--- config.mk ---
export PLATFORM = sky130hd
export DESIGN_NAME = victim_way_sel
export DESIGN_NICKNAME = d
export VERILOG_FILES = /design/src/rtl/victim_way_sel.sv
export SDC_FILE = /design/constraint.sdc
export NUM_CORES = 1
export LEC_CHECK = 0
export BUFFER_PORTS_ARGS = -buffer_cell sky130_fd_sc_hd__clkbuf_2
export CORE_AREA = 5 5 60 62
export DETAILED_ROUTE_END_ITERATION = 12
export DIE_AREA = 0 0 65 67
export HOLD_SLACK_MARGIN = 0.02
export SYNTH_ARGS = -nofsm -noshare
export SYNTH_HDL_FRONTEND = slang
export SYNTH_SLANG_ARGS = --single-unit
--- constraint.sdc ---
create_clock -name clk -period 6 [get_ports clk]
set_clock_uncertainty 0.05 [all_clocks]
set_input_delay 0.6 -clock clk [delete_from_list [all_inputs] [get_ports clk]]
set_output_delay 0.6 -clock clk [all_outputs]
set_load 0.03 [all_outputs]
--- src/rtl/victim_way_sel.sv ---
// rtl/victim_way_sel.sv - random-replacement victim way selector for set-associative caches
module victim_way_sel #(
  parameter int WAYS = 4,
  localparam int WW = (WAYS > 1) ? $clog2(WAYS) : 1
) (
  input  logic            clk,
  input  logic            rst,
  input  logic [7:0]      rand_byte,
  input  logic            req_valid,
  output logic            req_ready,
  input  logic [WAYS-1:0] req_valid_mask,
  input  logic [WAYS-1:0] req_lock_mask,
  output logic            victim_valid,
  output logic [WW-1:0]   victim_way,
  output logic            victim_was_invalid,
  output logic            victim_all_locked,
  input  logic            fill_done
);

  localparam logic [1:0] IDLE = 2'd0;
  localparam logic [1:0] SEL  = 2'd1;
  localparam logic [1:0] HOLD = 2'd2;

  logic [1:0]      state;
  logic [WAYS-1:0] valid_q;
  logic [WAYS-1:0] lock_q;
  logic [WW-1:0]   last_victim;
  logic            last_valid;

  logic [WAYS-1:0] elig;
  logic [WAYS-1:0] inv;
  logic [WW-1:0]   c;
  logic [WW:0]     pc;
  logic            avoid;
  logic            found;
  logic [WW-1:0]   idx;
  logic [WW-1:0]   sel_way;
  logic            sel_inv;
  logic            sel_all;

  assign req_ready    = (state == IDLE);
  assign victim_valid = (state == HOLD);

  always_comb begin
    elig    = ~lock_q;
    inv     = elig & ~valid_q;
    c       = rand_byte[WW-1:0];
    pc      = '0;
    found   = 1'b0;
    idx     = '0;
    sel_way = c;
    sel_inv = 1'b0;
    sel_all = 1'b0;
    for (int i = 0; i < WAYS; i++) begin
      pc = pc + {{WW{1'b0}}, elig[i]};
    end
    // Avoiding the previous victim is only possible with a second eligible way.
    avoid = last_valid && (pc >= (WW+1)'(2));
    if (inv != '0) begin
      sel_inv = 1'b1;
      for (int i = 0; i < WAYS; i++) begin
        if (!found && inv[i]) begin
          sel_way = WW'(i);
          found   = 1'b1;
        end
      end
    end else if (elig == '0) begin
      sel_way = c;
      sel_all = 1'b1;
      sel_inv = !valid_q[c];
    end else begin
      for (int i = 0; i < WAYS; i++) begin
        idx = c + WW'(i);
        if (!found && elig[idx] && !(avoid && (idx == last_victim))) begin
          sel_way = idx;
          found   = 1'b1;
        end
      end
    end
  end

  always_ff @(posedge clk) begin
    if (rst) begin
      state              <= IDLE;
      valid_q            <= '0;
      lock_q             <= '0;
      victim_way         <= '0;
      victim_was_invalid <= 1'b0;
      victim_all_locked  <= 1'b0;
      last_victim        <= '0;
      last_valid         <= 1'b0;
    end else begin
      case (state)
        IDLE: begin
          if (req_valid) begin
            valid_q <= req_valid_mask;
            lock_q  <= req_lock_mask;
            state   <= SEL;
          end
        end
        SEL: begin
          victim_way         <= sel_way;
          victim_was_invalid <= sel_inv;
          victim_all_locked  <= sel_all;
          state              <= HOLD;
        end
        HOLD: begin
          if (fill_done) begin
            last_victim <= victim_way;
            last_valid  <= 1'b1;
            state       <= IDLE;
          end
        end
        default: state <= IDLE;
      endcase
    end
  end

endmodule

==> impl_metrics.json, run 1 <==
{
  "grt_first_pass_wirelength_um": 3720,
  "fin_nets": 166,
  "drc": 0,
  "grtUsageTotal_pct": 10.7,
  "ys_types": 39,
  "fp-row-count": 20,
  "synth_flop_cell": "dfxtp_1",
  "port-buffer-count": 19,
  "slew_headroom_pct": 73.8,
  "power_switching_uw": 70.7,
  "drtIter0Drc": 35,
  "grt_antenna_before_repair": 0,
  "power_uw": 234,
  "seqPwrFrac_pct": 53.3,
  "syn_to_final_growth_pct": 13.4,
  "finalHoldViolCount": 0,
  "finalSetupViolCount": 0,
  "async_flop_share_pct": 0,
  "diodes": 0,
  "core_mm2": 0.00298,
  "pwr_density_cell_mw_per_mm2": 204,
  "clkLatencyLatePin_ns": 0.29,
  "outcome": "complete, no violations",
  "htreeDepth": 1,
  "crit_fanout": 7,
  "syn_nets": 147,
  "post_cts_buffers": 0,
  "placed_cells": 172,
  "period_share_pct": 39.4,
  "clockRootBuffer": "clkbuf_4",
  "cts_buffers": 3,
  "cts_resized": 0,
  "cts_tree": "yes",
  "initial_core_util_pct": 33.9,
  "grt-ovfl-total": 0,
  "chipHeight_um": 67,
  "syn_area_per_cell_um2": 8.07,
  "grt_pass1_vias": 899,
  "min_path_cells": 2,
  "post_drt_via_cell_ratio": 5.26,
  "synth_cells": 125,
  "start_kind": "flop",
  "drtAntennaViolNets": 0,
  "ys_seq_area_share_pct": 33.7,
  "wl_per_cell_um": 12.4,
  "comb_power_share_pct": 20.2,
  "endpoint_kind": "flop",
  "critical_path_arrival_ns": 2.49,
  "clk_transition_reported_paths_ns": 0.10,
  "fin_cells": 176,
  "tightest_slew_ns": 0.392,
  "io_pins": 26,
  "ff2ff_path_depth": 8,
  "peakVddDrop_v": 0.0000878,
  "ctsHoldBuffers": 0,
  "tns_ns": 0,
  "firstDrtPassIters": 4,
  "synth_warnings": 0,
  "place.gp.congestion": 0.816,
  "required_ns": 6.12,
  "hold_class": "flop to flop",
  "drv_slew": 0,
  "die_x_um": 65,
  "drive_gt1_share_pct": 20.3,
  "vias": 926,
  "synth_edf_count": 0,
  "cts_sinks": 17,
  "fill_cells": 318,
  "p_clk_share_pct": 26.5,
  "layout_min_cycle_time_ns": 2.36,
  "maxCapViolations": 0,
  "die_area_mm2": 0.00436,
  "synth.ff_latch_count": 17,
  "swShare_pct": 30.3,
  "totalWireLength_um": 2180,
  "cts_buffer_depth": 2,
  "syn_area_mm2": 0.00101,
  "max_freq_ghz": 0.423,
  "grt_max_degree": 21,
  "p_int_uw": 163,
  "crit_type": "flop to flop",
  "pre_cts_slack_ns": 3.65,
  "rsz0062_at_grt": "false",
  "fin_ws_ns": 3.64,
  "post-dp-hpwl_um": 1720,
  "p_leak_uw": 0.000462
}
-- power groups by stage --
stage | sequential, uW | combinational [uW] | clock, uW
after CTS | 125 | 47.7 | 63.6
after detailed placement | 127 | 47.4 | 0
after floorplan | 127 | 35.1 | 0
after global placement | 127 | 46.1 | 0
after global routing | 126 | 51.9 | 69.5
final | 125 | 47.2 | 62.0
-- worst max-delay path, stage by stage (launching register included) --
cell	delay [ns]
dfxtp_1	0.47
inv_1	0.10
fa_1	0.56
nor2b_1	0.18
o211ai_2	0.12
a22o_1	0.21
a211o_1	0.29
a31oi_2	0.18
o41ai_2	0.09
-- sequential cells by signal, summed over array words and instances, names as in the netlist --
signal and count:
last_valid 1, last_victim 2, victim_was_invalid 1, lock_q 4, state 2, victim_way 2
victim_all_locked 1, valid_q 4
-- routing by layer --
layer	wire [um]	part of all wire, %	track usage, %	vias to the layer above
met5	0	0	0	-
met4	15	0.69	3.96	0
met3	52	2.4	1.52	2
met2	1060	49	19.5	29
met1	1050	48	12.5	424
li1	-	-	-	471
-- logic make-up (layout without fill, tap and decap cells) --
| logic type | Yosys count | count (layout) | share of synthesized area (%) |
|---|---|---|---|
| flops | 17 | 17 | 33.7 |
| xor+xnor | 2 | 2 | 2.48 |
| simple gates | 50 | 50 | 22.5 |
| buf+inv | 13 | 31 | 5.71 |
| mux | 5 | 5 | 7.57 |
| compound gates | 36 | 36 | 24.8 |
| fa+ha+maj | 2 | 2 | 3.23 |
-- Yosys cell counts (all sizes together), types with 2 or more instances --
library cell / instances / area (um^2)
buf: 3 / 20.0
nand2b: 4 / 25.0
inv: 8 / 30.0
nand2: 23 / 86.3
dfxtp: 17 / 340
o22ai: 3 / 18.8
o211ai: 2 / 20.0
a21oi: 17 / 85.1
nor2b: 3 / 18.8
o21ai: 5 / 25.0
nor2: 9 / 33.8
clkbuf: 2 / 7.51
nor3: 3 / 15.0
mux2i: 2 / 20.0
nand3: 3 / 15.0
mux2: 2 / 30.0
-- through the flow --
stage | hold slack, ns | cell area [um^2] | utilization (%)
after detailed placement | 0.431 | 1120 | 37.5
after CTS | 0.445 | 1140 | 38.4
after global routing | 0.459 | 1140 | 38.4
final | 0.444 | 1140 | 38.4
after floorplan | 0.408 | 1010 | -
after global placement | 0.423 | 1120 | 37.5
-- placed cells by master (no fill, tap or decap), types with 2 or more instances in the layout --
| cell | netlist | routed |
|---|---|---|
| a21oi_1 | 17 | 17 |
| clkbuf_2 | 0 | 19 |
| clkbuf_4 | 0 | 3 |
| dfxtp_1 | 17 | 17 |
| inv_1 | 8 | 8 |
| mux2_4 | 2 | 2 |
| mux2i_1 | 2 | 2 |
| nand2_1 | 23 | 23 |
| nand2b_1 | 4 | 4 |
| nand3_1 | 3 | 3 |
| nor2_1 | 9 | 9 |
| nor2b_1 | 3 | 3 |
| nor3_1 | 3 | 3 |
| o21ai_0 | 3 | 3 |
| o21ai_1 | 2 | 2 |
| o22ai_1 | 3 | 3 |
-- final timing paths --
| check | startpoint | endpoint | slack (ns) |
|---|---|---|---|
| setup / recovery | lock_q[0] | victim_way[0] | 3.64 |
| hold / removal | valid_q[3] | valid_q[3] | 0.44 |
| setup reg to reg | lock_q[0] | victim_way[0] | 3.64 |
| hold reg to reg | valid_q[3] | valid_q[3] | 0.44 |
-- area by class of cell --
type | instances | area, um^2 | share of cell area [%]
well taps | 33 | 41.3 | 3.61
clock buffers | 4 | 26.3 | 2.30
inverters | 8 | 30.0 | 2.63
flip-flops and latches | 17 | 340 | 29.8
repair buffers | 19 | 95.1 | 8.32
multi-input cells | 95 | 611 | 53.4
No activity file was read; power rests on OpenSTA's default activity.
==> run 2: changes to the inputs <==
==> constraint.sdc (replaced) <==
create_clock -name clk -period 2.1 [get_ports clk]
set_clock_uncertainty 0.05 [all_clocks]
set_input_delay 0.21 -clock clk [delete_from_list [all_inputs] [get_ports clk]]
set_output_delay 0.21 -clock clk [all_outputs]
set_load 0.03 [all_outputs]
==> run 2 against run 1 <==
  * The flow now finishes with violations (setup timing)
  * Final cell count is 1.7% higher
  * Utilization is 1.6 points higher
  * Critical path depth stayed put
  * Non-clock buffer count is 3 higher
  * Global-route usage is 0.79 points higher
  * Setup slack worse by 3.6 ns
  * Total power grew to 2.9 times the previous value
  * Design area is 4.0% higher
  * Critical path type unchanged
==> impl_metrics.json, run 2 (synthesis results as in run 1) <==
{
  "firstDrtPassIters": 5,
  "cts_buffers": 3,
  "finalHoldViolCount": 0,
  "syn_to_final_growth_pct": 18.0,
  "maxCapViolations": 0,
  "multiInputGateArea_um2": 631,
  "drtIter0Drc": 13,
  "post_drt_via_cell_ratio": 5.35,
  "vias": 958,
  "port-buffer-count": 19,
  "place.gp.congestion": 0.739,
  "mostFrequentLayoutCells": "nand2_1 (23), clkbuf_2 (19), a21oi_1 (17), dfxtp_1 (14), nor2_1 (9)",
  "cts_sinks": 17,
  "tightest_slew_ns": 0.401,
  "htreeDepth": 1,
  "grtUsageTotal_pct": 11.5,
  "drtAntennaViolNets": 0,
  "cpMaxStageDelayCell": "fa_1",
  "grt_max_degree": 21,
  "die_x_um": 65,
  "grt_first_pass_wirelength_um": 3870,
  "ff_latch_area_um2": 344,
  "grt_antenna_before_repair": 0,
  "die_area_mm2": 0.00436,
  "crit_type": "flop to flop",
  "drive_gt1_share_pct": 26.7,
  "crit_fanout": 5,
  "required_ns": 2.23,
  "critical_path_arrival_ns": 2.24,
  "initial_core_util_pct": 33.9,
  "ctsHoldBuffers": 0,
  "fill_cells": 307,
  "slowest_delay_ns": 0.56,
  "start_kind": "flop",
  "worstPathCellList": "inv_2, fa_1, nand2b_1, a211oi_4, nor3_1, a211o_1, a31oi_2, o41ai_2",
  "p_leak_uw": 0.000487,
  "fin_ws_ns": -0.0102,
  "slew_headroom_pct": 73.3,
  "reg_top3": "lock_q: 4 flops, valid_q: 4 flops",
  "drv_slew": 0,
  "final_common_cell": "nand2_1",
  "pwr_density_cell_mw_per_mm2": 574,
  "finalSetupViolCount": 1,
  "wl_per_cell_um": 12.9,
  "cts_buffer_depth": 2,
  "clockRootBuffer": "clkbuf_4",
  "grt-ovfl-total": 0,
  "hold_class": "input port to flop",
  "fin_nets": 169,
  "outcome": "complete, but fails checks",
  "core_mm2": 0.00298,
  "layout_min_cycle_time_ns": 2.11,
  "io_pins": 26,
  "power_uw": 683,
  "cts_tree": "yes",
  "period_share_pct": 100,
  "totalWireLength_um": 2310,
  "drc": 0,
  "grt_pass1_vias": 922,
  "max_freq_ghz": 0.474,
  "chipHeight_um": 67,
  "violations": "setup timing",
  "rsz0062_at_grt": "true",
  "clkLatencyLatePin_ns": 0.30,
  "tns_ns": -0.0102,
  "post-dp-hpwl_um": 1820,
  "clk_transition_reported_paths_ns": 0.09,
  "fp-row-count": 20,
  "diodes": 0,
  "endpoint_kind": "flop",
  "peakVddDrop_v": 0.000211
}
-- run 2: area by class of cell --
type	count	area share, %
Multi-Input combinational cell	95	53.0
Sequential cell	17	28.9
Timing Repair Buffer	22	9.88
Inverter	8	2.52
Clock buffer	4	2.21
Tap cell	33	3.47
-- run 2: what timing repair did --
item / in CTS / in global routing
buffers inserted: 0 / 0
pin swaps: 6 / 2
setup endpoints to repair: 2 / 2
resized for setup: 9 / 0
gates cloned: 0 / 0
-- run 2: metrics by stage --
step	cells	worst slack (ns)	hold WS, ns	area (um^2)	utilization (%)
floorplan	125	0.00373	0.288	1010	-
global placement	175	-0.0289	0.384	1140	38.3
detailed placement	175	-0.0942	0.386	1140	38.3
CTS	179	-0.0306	0.0697	1190	40.0
global route	179	-0.155	0.0857	1190	40.0
finish	179	-0.0102	0.0727	1190	40.0
-- run 2: layer usage --
layer | GRT usage (%) | vias to the layer above | wire [um]
met3 | 0.675 | 9 | 61
met4 | 8.71 | 0 | 97
met1 | 13.5 | 438 | 1020
met5 | 0 | - | 0
li1 | - | 481 | -
met2 | 19.4 | 30 | 1130
-- run 2: final timing paths --
kind                                        from        endpoint  slack, ns  cells after the start
worst min-delay path            req_lock_mask[0]       lock_q[0]       0.07                      3
worst min register to register     victim_way[1]  last_victim[1]       0.44                      2
worst max register to register         lock_q[3]   victim_way[0]      -0.01                      8
worst max-delay path                   lock_q[3]   victim_way[0]      -0.01                      8
-- run 2: where the power goes --
group | switching, uW | internal [uW] | total (uW)
Clock | 99.9 | 74.1 | 174
Combinational | 92.4 | 63.9 | 156
Sequential | 14.2 | 339 | 353
-- run 2: worst max-delay path: cells and delay by family (launching register included) --
kind,cells,cell delay [ns]
and+or+nand+nor,2,0.22
DFF,1,0.34
adders and majority gates,1,0.56
AOI/OAI and AO/OA,4,0.81
buffers and inverters,1,0.04
